[src/rtl/serial_subtractor_v_if.sv]
// Handshake bundle for the bit-serial subtractor: operand-side valid/ready,
// result-side valid/ready and the result fields.
interface serial_subtractor_v_if #(
  parameter int WIDTH = 8
) ();
  logic             i_valid;
  logic             o_ready;
  logic [WIDTH-1:0] i_a;
  logic [WIDTH-1:0] i_b;
  logic             o_valid;
  logic             i_ready;
  logic [WIDTH-1:0] o_diff;
  logic             o_borrow;
  logic             o_zero;

  // Producer/consumer side (drives operands, accepts results)
  modport master (
    output i_valid, i_a, i_b, i_ready,
    input  o_ready, o_valid, o_diff, o_borrow, o_zero
  );

  // Subtractor side
  modport slave (
    input  i_valid, i_a, i_b, i_ready,
    output o_ready, o_valid, o_diff, o_borrow, o_zero
  );
endinterface

[src/rtl/serial_subtractor_v.sv]
// Bit-serial unsigned subtractor: accepts an operand pair in IDLE, processes
// one bit per clock LSB first through a full subtractor, then presents
// difference, borrow and zero flag in DONE until the consumer takes them.
module serial_subtractor_v #(
  parameter int WIDTH = 8
) (
  input logic                 i_clk,
  input logic                 i_rst_n,
  serial_subtractor_v_if.slave bus
);
  localparam int CW = $clog2(WIDTH + 1);

  localparam logic [1:0] IDLE = 2'd0;
  localparam logic [1:0] RUN  = 2'd1;
  localparam logic [1:0] DONE = 2'd2;

  // Counter value seen on the last RUN edge; the counter stops at WIDTH.
  localparam logic [CW-1:0] LAST_BIT = CW'(WIDTH - 1);

  // One full-subtractor step: returns {borrow_out, difference_bit}.
  function automatic logic [1:0] full_sub(input logic a, input logic b, input logic br);
    full_sub = {(~a & b) | (~(a ^ b) & br), a ^ b ^ br};
  endfunction

  logic [1:0]       state_r;
  logic [CW-1:0]    cnt_r;
  logic [WIDTH-1:0] a_r;
  logic [WIDTH-1:0] b_r;
  logic [WIDTH-1:0] res_r;
  logic             br_r;
  logic             ready_r;
  logic             valid_r;
  logic             zero_r;

  logic [1:0]       fs_s;
  logic [WIDTH-1:0] res_next_s;

  // Current-bit subtraction and the result register after shifting d into the MSB
  always_comb begin
    fs_s                   = full_sub(a_r[0], b_r[0], br_r);
    res_next_s             = res_r >> 1'b1;
    res_next_s[WIDTH-1]    = fs_s[0];
  end

  // Control FSM plus operand, result, borrow and flag registers
  always_ff @(posedge i_clk) begin
    if (!i_rst_n) begin
      state_r <= IDLE;
      cnt_r   <= {CW{1'b0}};
      a_r     <= {WIDTH{1'b0}};
      b_r     <= {WIDTH{1'b0}};
      res_r   <= {WIDTH{1'b0}};
      br_r    <= 1'b0;
      ready_r <= 1'b1;
      valid_r <= 1'b0;
      zero_r  <= 1'b1;
    end else begin
      case (state_r)
        IDLE: begin
          if (bus.i_valid) begin
            a_r     <= bus.i_a;
            b_r     <= bus.i_b;
            br_r    <= 1'b0;
            cnt_r   <= {CW{1'b0}};
            ready_r <= 1'b0;
            state_r <= RUN;
          end else begin
            state_r <= IDLE;
          end
        end
        RUN: begin
          a_r   <= a_r >> 1'b1;
          b_r   <= b_r >> 1'b1;
          br_r  <= fs_s[1];
          res_r <= res_next_s;
          cnt_r <= cnt_r + 1'b1;
          if (cnt_r == LAST_BIT) begin
            zero_r  <= (res_next_s == {WIDTH{1'b0}});
            valid_r <= 1'b1;
            state_r <= DONE;
          end else begin
            state_r <= RUN;
          end
        end
        DONE: begin
          if (bus.i_ready) begin
            valid_r <= 1'b0;
            ready_r <= 1'b1;
            state_r <= IDLE;
          end else begin
            state_r <= DONE;
          end
        end
        default: begin
          valid_r <= 1'b0;
          ready_r <= 1'b1;
          state_r <= IDLE;
        end
      endcase
    end
  end

  assign bus.o_ready  = ready_r;
  assign bus.o_valid  = valid_r;
  assign bus.o_diff   = res_r;
  assign bus.o_borrow = br_r;
  assign bus.o_zero   = zero_r;
endmodule

[src/flat_wrapper.sv]
// flat-port wrapper written by rule: the top's interface ports become plain ports
module serial_subtractor_v_flat 
#(
  parameter int WIDTH = 8
)
  (i_clk, i_rst_n, bus_i_valid, bus_i_a, bus_i_b, bus_i_ready, bus_o_ready, bus_o_valid, bus_o_diff, bus_o_borrow, bus_o_zero);
  serial_subtractor_v_if #(.WIDTH(WIDTH)) bus_i ();
  input logic i_clk;
  input logic i_rst_n;
  input wire logic [$bits(bus_i.i_valid)-1:0] bus_i_valid;
  input wire logic [$bits(bus_i.i_a)-1:0] bus_i_a;
  input wire logic [$bits(bus_i.i_b)-1:0] bus_i_b;
  input wire logic [$bits(bus_i.i_ready)-1:0] bus_i_ready;
  output wire logic [$bits(bus_i.o_ready)-1:0] bus_o_ready;
  output wire logic [$bits(bus_i.o_valid)-1:0] bus_o_valid;
  output wire logic [$bits(bus_i.o_diff)-1:0] bus_o_diff;
  output wire logic [$bits(bus_i.o_borrow)-1:0] bus_o_borrow;
  output wire logic [$bits(bus_i.o_zero)-1:0] bus_o_zero;
  assign bus_i.i_valid = bus_i_valid;
  assign bus_i.i_a = bus_i_a;
  assign bus_i.i_b = bus_i_b;
  assign bus_i.i_ready = bus_i_ready;
  assign bus_o_ready = bus_i.o_ready;
  assign bus_o_valid = bus_i.o_valid;
  assign bus_o_diff = bus_i.o_diff;
  assign bus_o_borrow = bus_i.o_borrow;
  assign bus_o_zero = bus_i.o_zero;
  serial_subtractor_v #(.WIDTH(WIDTH)) u_core (.i_clk(i_clk), .i_rst_n(i_rst_n), .bus(bus_i));
endmodule
[config.mk]
export PLATFORM = sky130hd
export DESIGN_NAME = serial_subtractor_v_flat
export DESIGN_NICKNAME = d
export VERILOG_FILES = /design/src/rtl/serial_subtractor_v_if.sv /design/src/rtl/serial_subtractor_v.sv /design/src/flat_wrapper.sv
export SDC_FILE = /design/constraint.sdc
export NUM_CORES = 1
export LEC_CHECK = 0
export CAP_MARGIN = 15
export CORE_ASPECT_RATIO = 1.75
export CORE_MARGIN = 2
export CORE_UTILIZATION = 53
export DETAILED_ROUTE_END_ITERATION = 10
export GPL_TIMING_DRIVEN = 0
export PLACE_DENSITY = 0.91
export SYNTH_ARGS = -nofsm -noshare
export SYNTH_HDL_FRONTEND = slang
export SYNTH_SLANG_ARGS = --single-unit
[constraint.sdc]
create_clock -name i_clk -period 2.7 [get_ports i_clk]
set_clock_uncertainty 0.1 [all_clocks]
set_input_delay 0.54 -clock i_clk [delete_from_list [all_inputs] [get_ports i_clk]]
set_output_delay 0.54 -clock i_clk [all_outputs]
set_load 0.05 [all_outputs]
After elaboration in Yosys (flattened, before gate mapping)
Cells that the tools add are included.
- bitwise operators: 9
- reductions and logical operators: 7
- add/sub/neg operators: 1
- eq/ne operators: 6
- multiplexer cells: 17
- operators by type and width (operator ; count):
    $pmux 8 s2 ; 2
    $mux 8 ; 2
    $logic_not 8->1 ; 1
    $pmux 4 s2 ; 1
    $pmux 1 s3 ; 2
    $pmux 2 s3 ; 1
    $reduce_and 3->1 ; 2
    $mux 1 ; 5
    $add 4x1->4 const B ; 1
    $eq 4x3->1 const B ; 1
    $mux 2 ; 2
    $mux 4 ; 1
    $ne 2x2->1 const B ; 2
    $not 1->1 ; 4
    $reduce_and 2->1 ; 2
    $and 1x1->1 ; 2
    $eq 2x1->1 const B ; 1
    $eq 2x2->1 const B ; 1
    $logic_not 2->1 ; 1
    $ne 2x1->1 const B ; 1
    $pmux 1 s2 ; 1
    $reduce_bool 2->1 ; 1
    $xor 1x1->1 ; 2
    $or 1x1->1 ; 1
- word-level logic and storage cells: 49
- flip-flop bits (word level): 34
- output and inout bits: 12

Longest topological paths before layout
Gate-level depths: netlist (run 1).
- word-level depth: 5
- gate-level depth with buffers: 6

Worst setup path after synthesis (run 1)
No wires, ideal clock.
- path kind: register to register
- start: reg u_core.br_r, in the netlist u_core.bus.o_borrow
- end: reg u_core.zero_r, in the netlist u_core.bus.o_zero
- data arrival time: 1.460 ns
- cell stages (with the launch flop): 5
- period minus slack after synthesis: 1.696 ns
- setup slack: 1.004 ns
- cells stage by stage: dfxtp_1 -> fa_1 -> nor4b_1 -> nand2_1 -> o211ai_1
- cells in the longest elaborated chain, start to end: 2
- ends and longest elaborated chain (item ; RTL line ; text):
    start: declaration ; serial_subtractor_v.sv:30 ; logic br_r;
    start signal: assignment ; serial_subtractor_v.sv:74 ; br_r <= fs_s[1];
    $xor 1x1->1 ; serial_subtractor_v.sv:22 ; full_sub = {(~a & b) | (~(a ^ b) & br), a ^ b ^ br};
    $logic_not 8->1 ; serial_subtractor_v.sv:78 ; zero_r <= (res_next_s == {WIDTH{1'b0}});
    end signal: assignment ; serial_subtractor_v.sv:78 ;
    end: declaration ; serial_subtractor_v.sv:33 ; logic zero_r;
No other way between the ends.
A chain may end at the register's enable or synchronous reset.

Worst setup path in the final report (run 1)
- start: reg u_core.res_r[7], in the netlist u_core.bus.o_diff[7]
- end: out bus_o_diff[7]
- RTL lines (item ; RTL line ; text):
    start: declaration ; serial_subtractor_v.sv:29 ; logic [WIDTH-1:0] res_r;
    start signal: assignment ; serial_subtractor_v.sv:52 ; res_r <= {WIDTH{1'b0}};
    start signal: assignment ; serial_subtractor_v.sv:75 ; res_r <= res_next_s;
    end: declaration ; flat_wrapper.sv:16 ; output wire logic [$bits(bus_i.o_diff)-1:0] bus_o_diff;
No word-level cell between the ends.

==> results of run 1 <==
[routing by layer]
layer	routed length (um)	global-route usage, %	vias up
met2	1880	43.5	42
met1	1220	21.3	656
li1	-	-	655
met3	142	5.41	9
met4	89	15.2	0
met5	0	0	-
[synthesized netlist by cell type (2+ instances only)]
cell type and instances:
a211oi_2 2, a21oi_1 33, a21oi_2 2, a22oi_1 4, buf_2 2, buf_4 2
buf_6 3, clkbuf_1 2, dfxtp_1 34, nand2_1 32, nor2_1 8, o21ai_0 15
[worst paths after layout]
check                                          start  cells past startpoint                    to  slack (ps)
worst min-delay path            u_core.bus.o_diff[0]                      2  u_core.bus.o_diff[0]         360
worst max-delay path            u_core.bus.o_diff[7]                      1         bus_o_diff[7]         550
worst max register to register         u_core.a_r[0]                      5     u_core.bus.o_zero        1040
worst min register to register  u_core.bus.o_diff[0]                      2  u_core.bus.o_diff[0]         360
[flip-flops by register name (all words and copies together), names as in the netlist]
register             flops
u_core.bus.o_borrow      1
u_core.cnt_r             4
u_core.bus.o_valid       1
u_core.a_r               8
u_core.state_r           2
u_core.bus.o_diff        8
u_core.b_r               8
u_core.bus.o_zero        1
u_core.bus.o_ready       1
[cells in the final DEF, fill, tap and decap left out, drive strengths merged, types with 2 or more instances in the layout]
cell,netlist,final
a211oi,2,2
nand3,2,2
a22oi,4,4
nand2b,2,2
clkbuf,2,9
nand2,32,32
dfxtp,34,34
a21oi,35,35
clkdlybuf4s50,0,31
buf,8,8
clkinv,1,2
o21ai,15,15
a31oi,2,2
nor2,8,8
[kinds of logic after synthesis]
kind of cell / Yosys count / share of synthesized area [%]
flip-flops: 34 / 46.7
AND/OR/NAND/NOR: 53 / 17.4
adder cells (fa/ha/maj): 2 / 2.23
AO/OA/AOI/OAI: 64 / 27.5
buffers and inverters: 12 / 6.10
[through the flow]
| step | hold WS [ps] | instance area, um2 | cells |
|---|---|---|---|
| floorplan | 345 | 1460 | 165 |
| global placement | 344 | 1800 | 223 |
| finish | 358 | 1890 | 231 |
| detailed placement | 353 | 1800 | 223 |
| global route | 390 | 1890 | 231 |
| CTS | 362 | 1890 | 231 |
[final cells by class]
| type | instances | share of cell area, % |
|---|---|---|
| inverters | 2 | 0.397 |
| well taps | 27 | 1.79 |
| clock inverters | 1 | 0.265 |
| repair buffers | 31 | 16.4 |
| multi-input cells | 119 | 36.3 |
| clock buffers | 7 | 4.56 |
| plain buffers | 10 | 4.30 |
| flip-flops and latches | 34 | 36.0 |
[worst register-to-register path, stage by stage (launching register included)]
cell and delay (ps):
dfxtp_1 310, inv_1 60, fa_1 550, nor4b_1 280, nand2_1 130, o211ai_1 160
[power breakdown]
| part | switching (mW) | internal, mW | leakage (nW) | total [mW] |
|---|---|---|---|---|
| clock network | 0.182 | 0.206 | 0.0482 | 0.388 |
| registers | 0.0163 | 0.529 | 0.279 | 0.545 |
| logic | 0.0933 | 0.0791 | 0.386 | 0.172 |
==> run metrics, run 1 <==
pre-CTS setup slack 490 ps; Initial Utilization 54.8%; clock buffer count from CTS 5; antenna violations before repair 0; Max VDD drop roughly 0.58 mV; fmax approximately 470 MHz; synth unique cells 38; GR Overflow Total 0; Yosys Warn Count 0; Slew HR between 60% and 70%; DIE HEIGHT 73.3 um; status completed; Routed WL between 3000 and 4000 um; Pwr Density roughly 580 nW/um2; worst-path fanout max 4; FP Rows 25; clock transition at the registers of the reported paths approximately 70 ps; RSZ-0062 raised after global routing no; Min Clock Period, post-route roughly 2100 ps; CTS tree done; Critical Path Start Type register; Slowest cell on crit path clkdlybuf4s50_1; crit path DAT 1510 ps; Mean Syn Cell Area 8.83 um2; All-Layer GR Usage a little under a quarter; Final WS setup 552 ps; CORE AREA 2660 um2; CP required 2060 ps; Static Leak roughly 0.71 nW; Clock Tree Buf Depth 2; drt wl/cell 14.4 um; register area share after synthesis between 40% and 50%; Synth area leader dfxtp_1; CTS H-tree lvls 2; number of DRC markers in iteration 0 39; boundary pin count 32; Vias about 1.4k; Area contributors post-synth dfxtp_1, a21oi_1, nand2_1; Main synth FF type dfxtp_1; Worst setup EP type output pin; Buf/Inv on CP 1; ANT nets after route 0; Slew Viols, Final 0; total power 1.11 mW; Area Overhead vs Synth 29.9%; critical path's top delay family buffers and inverters; actual slew at the worst max-slew pin about 500 ps; largest net degree at the start of global routing 11; number of hold buffers added after cts 0; Synth top area share a little under half; ANT cells 0; Root Buffer clkbuf_8; Fin. Hold Viols 0; EDFF count, synth 0; Final Core Density between 70% and 80%; clock sinks 34; multi-input logic area 687 um2; Critical Path, Cell by Cell clkdlybuf4s50_1; Synth async-reset ratio 0%; post-route clock period utilization 79.6%; Syn Std Cell Area 1460 um2; fillcell total 213; Max stage delay on crit path ~820 ps; setup TNS 0 ps; Port Buf Inserts 31; nets@finish around 230; Net Count, Synth roughly 190; first-pass GRT wire length approximately 5600 um; clk_lat worst skew between 200 and 300 ps; layout cell share with drive strength beyond 1 12.7%; FF/Latch Area about 700 um2; Final HPWL DP 2430 um; Post-CTS Resized 0; vias per cell around 6; Post-CTS Setup Repair Bufs 0; Max-cap violations 0; GP Congestion slightly below 0.8; residual DRC count 0; hold crit path type register to register; TritonRoute pass-1 iters 4; Synth Instances about 170; # setup viols final 0; WS Path Type register to output pin; Die Width roughly 44 um; number of global-route vias before repair 1411; #FFs+latches synth 34; die area 3200 um2
(Power assumes the default switching activity.)
==> run 2, diff against run 1 <==
Settings changed: CORE_UTILIZATION 53 to 49, PLACE_DENSITY 0.91 to 0.86.
Clock period 2.7 ns to 2.1 ns, I/O delays scaled along.
==> run 2 against run 1 <==
Against the previous run: wire length grew 5.7%; power grew 30%; sequential share of layout area about the same; largest cell class unchanged; first-iteration DRC count increased by 33%; hold slack got worse by 1.1 ps; worst setup slack worse by 490 ps; sequential power rose by 29%; core utilization is 5.0 points lower; largest power group unchanged; critical path depth did not move; global-route usage decreased by 0.50 points.
==> run metrics, run 2 (synthesis gave the netlist of run 1 again) <==
crit path DAT 1520 ps; Vias 1367; ANT cells 0; nets@finish ~230; FP Rows 26; clk_lat worst skew around 290 ps; clock sinks 34; Net Sw Power ~400 uW; setup TNS 0 ps; Slew HR 66.8%; Critical Path Start Type register; Post-CTS Resized 0; CP required 1580 ps; GP Congestion roughly 0.77; FF/Latch Area ~700 um2; fmax roughly 490 MHz; Hold Crit Start u_core.bus.o_diff[0]; CTS H-tree lvls 2; number of DRC markers in iteration 0 52; combinational power share between 10% and 20%; Port Buf Inserts 31; fillcell total around 260; reg-to-reg startpoint u_core.a_r[0]; drt wl/cell about 15 um; commonest non-fill, non-tap cell in the layout dfxtp_1; CORE AREA 2860 um2; antenna violations before repair 0; Die Width approximately 45 um; Slew Viols, Final 0; R2R cell count 5; Clock power frac between 30 and 40%; WS Path Type register to output pin; clock buffer count from CTS 5; Min Clock Period, post-route 2040 ps; number of global-route vias before repair roughly 1.4k; critical path's top delay family buffers and inverters; DIE HEIGHT 76.1 um; Worst R2R Setup Slack 470 ps; commonest non-fill, non-tap cells in the layout dfxtp_1, a21oi_1, nand2_1; Post-CTS Setup Repair Bufs 0; Final HPWL DP 2560 um; Initial Utilization 50.9%; largest net degree at the start of global routing 11; number of hold buffers added after cts 0; Max VDD drop between 0.5 and 0.6 mV; All-Layer GR Usage a little under a quarter; Max stage delay on crit path a little over 800 ps; TritonRoute pass-1 iters 4; hold crit path type register to register; Root Buffer clkbuf_8; Pint 1.05 mW; CTS tree done; status completed; multi-input logic area around 690 um2; post-route clock period utilization a little over nine tenths; worst r2r dst u_core.bus.o_zero; Flop pwr share about half; # setup viols final 0; ANT nets after route 0; Fin. Hold Viols 0; clock transition at the registers of the reported paths approximately 70 ps; Final Core Density 66.1%; actual slew at the worst max-slew pin approximately 500 ps; Worst setup EP type output pin; boundary pin count 32; Worst Hold Depth 2; die area 3440 um2; Static Leak roughly 0.71 nW; RSZ-0062 raised after global routing no; Buf/Inv on CP 1; Area Overhead vs Synth 30.0%; switching share of power between 20 and 30%; Routed WL ~3500 um; vias per cell slightly below 6; Slowest cell on crit path clkdlybuf4s50_1; residual DRC count 0; Critical Path, Cell by Cell clkdlybuf4s50_1; first-pass GRT wire length just under 6000 um; Hold Path End u_core.bus.o_diff[0]; worst-path fanout max 4; Clock Tree Buf Depth 2; GR Overflow Total 0; Pwr Density 759 nW/um2; Max-cap violations 0; layout cell share with drive strength beyond 1 12.7%
-- run 2: cell counts in the layout (fill, tap and decap cells not counted) --
No cell type changed its count.
-- run 2: cell type report --
type	count	share of cell area, %
Buffer	10	4.30
Clock buffer	7	4.56
Clock inverter	1	0.264
Inverter	2	0.397
Multi-Input combinational cell	119	36.3
Sequential cell	34	36.0
Tap cell	28	1.85
Timing Repair Buffer	31	16.4
-- run 2: worst reg2reg max path, cell delays in order (launching register included) --
cell	delay [ps]
dfxtp_1	310
inv_1	60
fa_1	560
nor4b_1	260
nand2_1	110
o211ai_1	160
-- run 2: through the flow --
| stage | setup WS [ps] | std cells | hold WS (ps) | area, um2 | power (mW) |
|---|---|---|---|---|---|
| floorplan | 404 | 165 | 345 | 1460 | 0.852 |
| CTS | 65.3 | 232 | 363 | 1890 | 1.44 |
| global placement | 90.3 | 224 | 344 | 1800 | 0.927 |
| detailed placement | 2.26 | 224 | 353 | 1800 | 0.939 |
| finish | 62.1 | 232 | 357 | 1890 | 1.44 |
| global route | 33.2 | 232 | 403 | 1890 | 1.49 |
-- run 2: worst max-delay path by stage --
stage                              start                   end  slack, ps  cells past startpoint
floorplan            u_core.bus.o_borrow     u_core.bus.o_zero        400                      4
global placement                 i_rst_n  u_core.bus.o_diff[6]         90                      4
detailed placement               i_rst_n  u_core.bus.o_diff[6]          2                      4
CTS                 u_core.bus.o_diff[6]         bus_o_diff[6]         70                      1
global route        u_core.bus.o_diff[5]         bus_o_diff[5]         30                      1
finish              u_core.bus.o_diff[6]         bus_o_diff[6]         60                      1
-- run 2: metal layers --
layer / up-vias / routed length (um) / global-route usage [%]
li1: 654 / - / -
met5: - / 0 / 0
met3: 8 / 151 / 5.92
met1: 660 / 1330 / 24.6
met4: 0 / 72 / 12.4
met2: 45 / 1960 / 38.3
-- run 2: power groups by stage --
stage               registers (mW)  logic [mW]  clock network, mW
CTS                          0.701       0.224              0.515
global placement             0.713       0.214                  0
global route                 0.705       0.245              0.539
finish                       0.702       0.223              0.512
detailed placement           0.716       0.223                  0
floorplan                    0.728       0.123                  0
